==> src/rtl/fpmul_pkg.sv <==
// Shared types and helpers for the pipelined approximate floating-point multiplier.
// Widths are passed in, so one package serves every EXP_W/MAN_W instance.
package fpmul_pkg;

    typedef enum logic [1:0] {
        CLS_ZERO,
        CLS_NORM,
        CLS_INF,
        CLS_NAN
    } fp_class_e;

    // Bit positions inside the 3-bit flags vector {invalid, overflow, underflow}.
    localparam int FLAG_UNDERFLOW = 0;
    localparam int FLAG_OVERFLOW  = 1;
    localparam int FLAG_INVALID   = 2;
    localparam int FLAG_W         = 3;

    // Widest word the helpers can build; callers slice to their own width.
    localparam int MAX_W = 64;

    function automatic int bias(input int exp_w);
        return (1 << (exp_w - 1)) - 1;
    endfunction

    // Canonical quiet NaN: sign 0, exponent all ones, fraction MSB set.
    function automatic logic [MAX_W-1:0] qnan(input int exp_w, input int man_w);
        logic [MAX_W-1:0] r;
        r = ((64'd1 << exp_w) - 64'd1) << man_w;
        r = r | (64'd1 << (man_w - 1));
        return r;
    endfunction

endpackage

==> src/rtl/approx_mant_mul.sv <==
// Stage-2 significand multiplier with its pipeline register.
// Kept separate so an approximate multiplier array can replace the exact product later.
module approx_mant_mul #(
    parameter int MAN_W = 23
) (
    input  logic                 clk,
    input  logic                 en,
    input  logic [MAN_W:0]       a,
    input  logic [MAN_W:0]       b,
    output logic [2*MAN_W+1:0]   product
);

    // NOTE: datapath registers carry no reset; the valid bits that travel
    // alongside them decide whether the contents mean anything.
    always_ff @(posedge clk) begin
        if (en) begin
            product <= a * b;
        end
    end

endmodule

==> src/rtl/approx_fpmul_pipe.sv <==
// Three-stage pipelined floating-point multiplier with optional operand truncation.
// One global advance enable freezes every stage when the sink stalls.
module approx_fpmul_pipe
    import fpmul_pkg::*;
#(
    parameter int EXP_W = 8,
    parameter int MAN_W = 23,
    parameter int TRUNC = 20
) (
    input  logic                       clk,
    input  logic                       rst,
    input  logic                       in_valid,
    output logic                       in_ready,
    input  logic [EXP_W+MAN_W:0]       a,
    input  logic [EXP_W+MAN_W:0]       b,
    input  logic                       approx_en,
    output logic                       out_valid,
    input  logic                       out_ready,
    output logic [EXP_W+MAN_W:0]       result,
    output logic [FLAG_W-1:0]          flags
);

    localparam int W   = 1 + EXP_W + MAN_W;
    localparam int EW2 = EXP_W + 2;

    localparam logic [EW2-1:0]   BIAS_V    = EW2'(bias(EXP_W));
    localparam logic [MAX_W-1:0] QNAN_FULL = qnan(EXP_W, MAN_W);
    localparam logic [W-1:0]     QNAN_V    = QNAN_FULL[W-1:0];
    localparam logic [EXP_W-1:0] EXP_ONES  = '1;
    localparam logic [MAN_W-1:0] KEEP_MASK = {MAN_W{1'b1}} << TRUNC;

    function automatic fp_class_e classify(input logic [EXP_W-1:0] e,
                                           input logic [MAN_W-1:0] f);
        if (e == '0) begin
            return CLS_ZERO;
        end
        if (e == EXP_ONES) begin
            return (f == '0) ? CLS_INF : CLS_NAN;
        end
        return CLS_NORM;
    endfunction

    logic adv;

    assign adv      = ~out_valid | out_ready;
    assign in_ready = adv;

    // ---------------- stage 1: unpack and classify ----------------
    logic               sa, sb;
    logic [EXP_W-1:0]   ea, eb;
    logic [MAN_W-1:0]   fa, fb;
    fp_class_e          cls_a, cls_b, prod_cls;
    logic [MAN_W-1:0]   fa_keep, fb_keep;
    logic [EW2-1:0]     exp_sum;

    assign {sa, ea, fa} = a;
    assign {sb, eb, fb} = b;
    assign cls_a        = classify(ea, fa);
    assign cls_b        = classify(eb, fb);
    assign fa_keep      = approx_en ? (fa & KEEP_MASK) : fa;
    assign fb_keep      = approx_en ? (fb & KEEP_MASK) : fb;
    // Two's-complement sum; the top bit acts as the sign of the biased result.
    assign exp_sum      = {2'b00, ea} + {2'b00, eb} - BIAS_V;

    // NOTE: every always_comb output gets a default first so no path can infer a latch.
    always_comb begin
        prod_cls = CLS_NORM;
        if (cls_a == CLS_NAN || cls_b == CLS_NAN ||
            (cls_a == CLS_INF && cls_b == CLS_ZERO) ||
            (cls_a == CLS_ZERO && cls_b == CLS_INF)) begin
            prod_cls = CLS_NAN;
        end else if (cls_a == CLS_INF || cls_b == CLS_INF) begin
            prod_cls = CLS_INF;
        end else if (cls_a == CLS_ZERO || cls_b == CLS_ZERO) begin
            prod_cls = CLS_ZERO;
        end
    end

    logic               v1, v2;
    logic               sign1, sign2;
    fp_class_e          cls1, cls2;
    logic [EW2-1:0]     exp1, exp2;
    logic [MAN_W:0]     sig_a1, sig_b1;
    logic [2*MAN_W+1:0] product;

    // NOTE: state updates use non-blocking assignments so every stage samples
    // the previous stage's value from before the edge.
    always_ff @(posedge clk) begin
        if (adv) begin
            sign1  <= sa ^ sb;
            cls1   <= prod_cls;
            exp1   <= exp_sum;
            sig_a1 <= {1'b1, fa_keep};
            sig_b1 <= {1'b1, fb_keep};
            sign2  <= sign1;
            cls2   <= cls1;
            exp2   <= exp1;
        end
    end

    // ---------------- stage 2: significand multiply ----------------
    approx_mant_mul #(
        .MAN_W (MAN_W)
    ) u_mant_mul (
        .clk     (clk),
        .en      (adv),
        .a       (sig_a1),
        .b       (sig_b1),
        .product (product)
    );

    // ---------------- stage 3: normalise and pack ----------------
    logic               norm_shift;
    logic [MAN_W-1:0]   frac3;
    logic [EW2-1:0]     exp3;
    logic               ovf, unf;
    logic [W-1:0]       pack_result;
    logic [FLAG_W-1:0]  pack_flags;
    logic               unused_low_bits;

    assign norm_shift = product[2*MAN_W+1];
    assign frac3      = norm_shift ? product[2*MAN_W -: MAN_W] : product[2*MAN_W-1 -: MAN_W];
    assign exp3       = exp2 + EW2'(norm_shift);
    assign ovf        = !exp3[EW2-1] && (exp3[EW2-2:0] >= {1'b0, EXP_ONES});
    assign unf        = exp3[EW2-1] || (exp3 == '0);
    // Rounding is truncation, so the low product bits never reach the result.
    assign unused_low_bits = ^product[MAN_W-1:0];

    always_comb begin
        pack_result = {sign2, exp3[EXP_W-1:0], frac3};
        pack_flags  = '0;
        case (cls2)
            CLS_NAN: begin
                pack_result                = QNAN_V;
                pack_flags[FLAG_INVALID]   = 1'b1;
            end
            CLS_INF:  pack_result = {sign2, EXP_ONES, {MAN_W{1'b0}}};
            CLS_ZERO: pack_result = {sign2, {(W-1){1'b0}}};
            default: begin
                if (ovf) begin
                    pack_result                = {sign2, EXP_ONES, {MAN_W{1'b0}}};
                    pack_flags[FLAG_OVERFLOW]  = 1'b1;
                end else if (unf) begin
                    pack_result                = {sign2, {(W-1){1'b0}}};
                    pack_flags[FLAG_UNDERFLOW] = 1'b1;
                end
            end
        endcase
    end

    always_ff @(posedge clk) begin
        if (rst) begin
            v1        <= 1'b0;
            v2        <= 1'b0;
            out_valid <= 1'b0;
            result    <= '0;
            flags     <= '0;
        end else if (adv) begin
            v1        <= in_valid;
            v2        <= v1;
            out_valid <= v2;
            result    <= pack_result;
            flags     <= pack_flags;
        end
    end

endmodule

==> config.mk <==
export PLATFORM = sky130hd
export DESIGN_NAME = approx_fpmul_pipe
export DESIGN_NICKNAME = d
export VERILOG_FILES = /design/src/rtl/fpmul_pkg.sv /design/src/rtl/approx_mant_mul.sv /design/src/rtl/approx_fpmul_pipe.sv
export SDC_FILE = /design/constraint.sdc
export NUM_CORES = 2
export LEC_CHECK = 0
export BUFFER_PORTS_ARGS = -buffer_cell sky130_fd_sc_hd__buf_2
export CAP_MARGIN = 20
export CORE_ASPECT_RATIO = 1.25
export CORE_MARGIN = 4
export CORE_UTILIZATION = 30
export DETAILED_ROUTE_END_ITERATION = 10
export MAX_ROUTING_LAYER = met4
export PLACE_DENSITY = 0.46
export SLEW_MARGIN = 20
export SYNTH_ARGS = -nofsm -noshare
export SYNTH_HDL_FRONTEND = slang
export SYNTH_HIERARCHICAL = 1
export SYNTH_SLANG_ARGS = --single-unit
==> constraint.sdc <==
create_clock -name clk -period 6.5 [get_ports clk]
set_input_delay 1.3 -clock clk [delete_from_list [all_inputs] [get_ports clk]]
set_output_delay 1.3 -clock clk [all_outputs]
set_load 0.01 [all_outputs]
After elaboration in Yosys (flattened, before gate mapping)
Index checks and enable logic that the tools add are counted.
- add/sub/neg operators: 3
- multipliers: 1
- $lt $le $gt $ge: 1
- eq/ne operators: 8
- mux-type cells: 27
- bitwise operators: 3
- reductions and logical operators: 20
- operators with widths (cell ; number):
    32-bit one-hot mux with 3 select lines ; 1
    31-bit two-way mux ; 2
    24-bit by 24-bit multiplier with 48-bit output ; 1
    23-bit logical NOT ; 2
    23-bit two-way mux ; 1
    2-bit two-way mux ; 9
    8-bit == test (second input constant) ; 2
    8-bit logical NOT ; 2
    1-bit two-way mux ; 14
    2-bit == test (second input constant) ; 6
    10-bit by 1-bit adder with 10-bit output ; 1
    10-bit logical NOT ; 1
    9-bit by 7-bit subtractor with 10-bit output (second input constant) ; 1
    8-bit by 8-bit adder with 9-bit output ; 1
    9-bit by 8-bit greater-or-equal comparator with 1-bit output (second input constant) ; 1
    2-bit logical NOT ; 3
    1-bit logical OR ; 6
    1-bit logical AND ; 3
    3-bit OR reduction ; 1
    2-bit OR reduction ; 1
    1-bit logical NOT ; 1
    1-bit inverter ; 1
    1-bit OR ; 1
    1-bit bitwise XOR ; 1
- register bits after elaboration: 158
- bits of input ports: 69
- output and inout port bits: 37
- word-level logic and storage cells: 80

Depth between registers and ports, before layout
- depth in word-level cells: 10
- mapped depth: 26
- depth with buffers taken out: 24

Hierarchy
Netlist, hierarchy kept.
- modules (own cells, without submodules) (module ; instances ; cells each ; area an instance (um^2) ; seq. area each (um^2)):
    approx_mant_mul ; 1 ; 2234 ; 20498.4 ; 1441.4
    approx_fpmul_pipe ; 1 ; 426 ; 5001.0 ; 2922.8

Worst setup path before layout
No wires, ideal clock.
- path type: register to register
- from: reg sig_b1[3]
- to: reg u_mant_mul.product[33] (data pin)
- setup time: 0.265 ns
- arrival: 6.407 ns
- required time: 6.235 ns
- slack: -0.171 ns
- cell stages (with the launch flop): 27
- buffers on the path: 2
- period minus slack after synthesis: 6.671 ns
- cell sequence: edfxtp_1 > clkbuf_1 > nand2_1 > fa_1 > inv_1 > fa_1 > inv_1 > fa_1 > inv_1 > fa_1 > inv_1 > fa_1 > inv_1 > fa_1 > inv_1 > fa_1 > inv_1 > ha_1 > clkbuf_1 > a21oi_1 > o21ai_0 > a221oi_1 > o41ai_4 > a21oi_2 > o21ai_1 > a31oi_1 > xnor2_1
- longest elaborated chain between the ends: 1
- RTL lines (element ; line ; RTL):
    start: declaration ; approx_fpmul_pipe.sv:83 ; logic [MAN_W:0] sig_a1, sig_b1;
    start signal: assignment ; approx_fpmul_pipe.sv:94 ; sig_b1 <= {1'b1, fb_keep};
    24-bit by 24-bit multiplier with 48-bit output ; approx_mant_mul.sv:17 ; product <= a * b;
    end signal: assignment ; approx_mant_mul.sv:17 ;
    end: declaration ; approx_mant_mul.sv:10 ; output logic [2*MAN_W+1:0] product
No other way between the ends.
A chain may end at the register's enable or synchronous reset.

Worst setup path after layout
- from: reg sig_a1[16]
- to: reg u_mant_mul.product[33] (data pin)
- longest elaborated chain between the ends: 1
- RTL lines (element ; line ; RTL):
    start: declaration ; approx_fpmul_pipe.sv:83 ;
    start signal: assignment ; approx_fpmul_pipe.sv:93 ; sig_a1 <= {1'b1, fa_keep};
    24-bit by 24-bit multiplier with 48-bit output ; approx_mant_mul.sv:17 ;
No other way between the ends.

==> impl_metrics.csv <==
group,metric,value,unit
outcome,status,"finished, violations left",
outcome,violations,"setup timing",
sta,tns,-1.87,ns
detailed_routing,route.detailed.drc,0,
floorplanning,coreArea,81200,um2
detailed_routing,first_pass_iters,5,
floorplanning,die_height,328,um
place,globalplace.congestion,0.866,
finish,instances_no_fill,3952,
detailed_routing,post_drt_wl_per_cell,18.5,um
sta,finClkSkew,0.0157,ns
floorplanning,start_util,30.2,%
setup_path,start_kind,"flop",
clock_network,clock_latency,0.47,ns
power_and_ir_drop,cellLeakagePower,0.0143,uW
yosys,synth_cells,2601,
setup_path,path_common_cell,"fa_1",
detailed_routing,postRouteAntennaNets,0,
grt,track_usage,17.7,%
setup_path,worstSetupEndpointType,"flop",
detailed_routing,drt_wl_total,73200,um
sta,hold_viol,0,
finish,num-nets-final,3611,
sta,max_freq,0.149,GHz
setup_path,crit_chain,"buf_6 -> and2_4 -> fa_1 -> fa_1 -> inv_2 -> fa_1 -> fa_1 -> inv_2 -> fa_1 -> fa_1 -> inv_1 -> fa_1 -> inv_2 -> ha_4 -> a21o_1 -> a21o_1 -> a221oi_2 -> o41ai_4 -> a21oi_2 -> buf_4 -> o21ai_4 -> a31oi_2 -> xnor2_1",
place,place_ws,-0.509,ns
clock_network,clk_pin_slew,0.06,ns
place,dp_hpwl,60500,um
detailed_routing,drt_iter0_drc,942,
sta,layout_worst_path_cycle_share,104,%
grt,grt_max_degree,81,
clock_network,cts_buffer_depth,2,
yosys,syn_area_per_cell,9.44,um2
grt,globalRouteOverflowTotal,0,
yosys,syn_area,24600,um2
sta,drv_slew,0,
sta,setup-violations-final,15,
setup_path,crit_path_top_delay_cell,"fa_1",
floorplanning,dieArea,86500,um2
setup_path,crit_family,"adder cells",
setup_path,reg2reg_to,"u_mant_mul/product[33]$_DFFE_PP_",
floorplanning,rows,117,
flow_run,maxCapViolCount,0,
sta,fin_ws,-0.231,ns
setup_path,r2r_start,"sig_a1[16]$_SDFFCE_PP0P_",
power_and_ir_drop,total_power,12100,uW
sta,fin_crit,6.73,ns
sta,rsz0062_at_grt,"yes",
detailed_routing,vias,18290,
place,dp.cells,3865,
setup_path,reg2regPathDepth,23,
grt,grt_pass1_vias,20401,
sta,slew_headroom,48.4,%
setup_path,r2r_setup_slack,-0.23,ns
place,port_buffers,105,
setup_path,critical_path.max_fanout,4,
yosys,yosysWarnings,6,
power_and_ir_drop,vdd.ir_drop.worst,0.477,mV
setup_path,arrival,6.95,ns
detailed_routing,via_per_inst,4.63,
setup_path,crit_start,"sig_a1[16]$_SDFFCE_PP0P_",
grt,grt_pass1_wl,115000,um
setup_path,path_class,"reg -> reg",
min_path,hold_depth,0,
grt,grt_antenna_before_repair,3,
clock_network,numCtsBuffers,17,
power_and_ir_drop,power.density,406,nW/um2
floorplanning,pin_count,106,
setup_path,crit_buf_inv,6,
setup_path,endpoint,"u_mant_mul/product[33]$_DFFE_PP_",
min_path,hp-class,"reg -> reg",
clock_network,clock_sinks,135,
clock_network,htreeDepth,4,
clock_network,clock-root-buffer,"clkbuf_16",
setup_path,crit_cells,23,
finish,num_antenna_cells,0,
floorplanning,die_width,264,um
finish,drive_above_1_share,19.4,%
sta,hold_ws,0.413,ns
setup_path,critPathMaxStageDelay,0.62,ns
setup_path,required,6.72,ns
sta,worst_pin_slew,0.774,ns
finish,syn2layout_area_growth,21.4,%
clock_network,cts_tree,"done",
## per-stage QoR
stage | cell area (um2) | utilization (%)
floorplan | 24600 | -
global placement | 28000 | 34.4
detailed placement | 28000 | 34.4
CTS | 29300 | 36.0
global route | 29800 | 36.7
finish | 29800 | 36.7
## cell usage in the layout (no fill, tap or decap), types with 7 or more instances in the layout
| master | n |
|---|---|
| a21o_1 | 24 |
| xnor2_1 | 24 |
| nand4_1 | 17 |
| ha_4 | 13 |
| nor2b_1 | 46 |
| nand2_2 | 8 |
| and2_1 | 294 |
| a21oi_1 | 35 |
| fa_1 | 464 |
| dfxtp_1 | 38 |
| buf_12 | 40 |
| a211oi_1 | 9 |
| ha_1 | 177 |
| nand2_1 | 339 |
| mux2i_1 | 25 |
| o21ai_1 | 7 |
| o21ai_2 | 23 |
| o21ai_0 | 15 |
| conb_1 | 12 |
| o21bai_1 | 7 |
| clkbuf_16 | 22 |
| nand3_1 | 16 |
| xor2_1 | 12 |
| a21oi_2 | 17 |
| nor3_1 | 9 |
| nor4_1 | 15 |
| and2_4 | 9 |
| inv_1 | 541 |
| buf_2 | 106 |
| inv_2 | 22 |
| buf_6 | 29 |
| edfxtp_1 | 97 |
| nor2_1 | 48 |
| fa_2 | 19 |
| buf_4 | 184 |
## how the worst min path moves through the flow
stage                                   end                  start  slack [ns]
after global placement      sign2$_DFFE_PP_        sign1$_DFFE_PP_        0.40
final                     exp2[9]$_DFFE_PP_      exp1[9]$_DFFE_PP_        0.41
after floorplan           cls2[0]$_DFFE_PP_  cls1[0]$_SDFFCE_PP1P_        0.40
after CTS                 exp2[9]$_DFFE_PP_      exp1[9]$_DFFE_PP_        0.41
after global routing      exp2[9]$_DFFE_PP_      exp1[9]$_DFFE_PP_        0.43
after detailed placement  exp2[9]$_DFFE_PP_      exp1[9]$_DFFE_PP_        0.41
## layer usage
layer	track usage (%)	routed length [um]	share of wire, %
met4	6.97	3250	4.4
met2	32.9	40800	56
met3	1.87	1860	2.5
met1	19.2	27300	37
met5	-	0	0
## sequential cells by signal (all words and copies together) (netlist names), 2 cells and up
name / cells
flags: 3
sig_a1: 23
cls2: 2
result: 32
exp2: 10
exp1: 10
u_mant_mul/product: 25
sig_b1: 23
cls1: 2
## power by group
group / leakage (uW) / internal, uW / switching (uW)
Combinational: 0.0127 / 4540 / 5160
Sequential: 0.00138 / 1310 / 128
Clock: 0.000283 / 567 / 403
## cell type report
type	instances	area (um2)
Clock buffer	24	526
Clock inverter	8	58.8
Fill cell	8272	51400
Inverter	564	2120
Multi-Input combinational cell	1784	18900
Sequential cell	135	3670
Tap cell	1071	1340
Timing Repair Buffer	366	3190
## repair_timing
item,in CTS,in global routing
pin swaps,66,85
buffers inserted,40,12
setup endpoints to repair,21,23
hold endpoints to repair,0,0
cloned,3,2
hold buffers,0,0
resized for setup,92,105
Note: power is estimated with default switching activity, not from simulation.
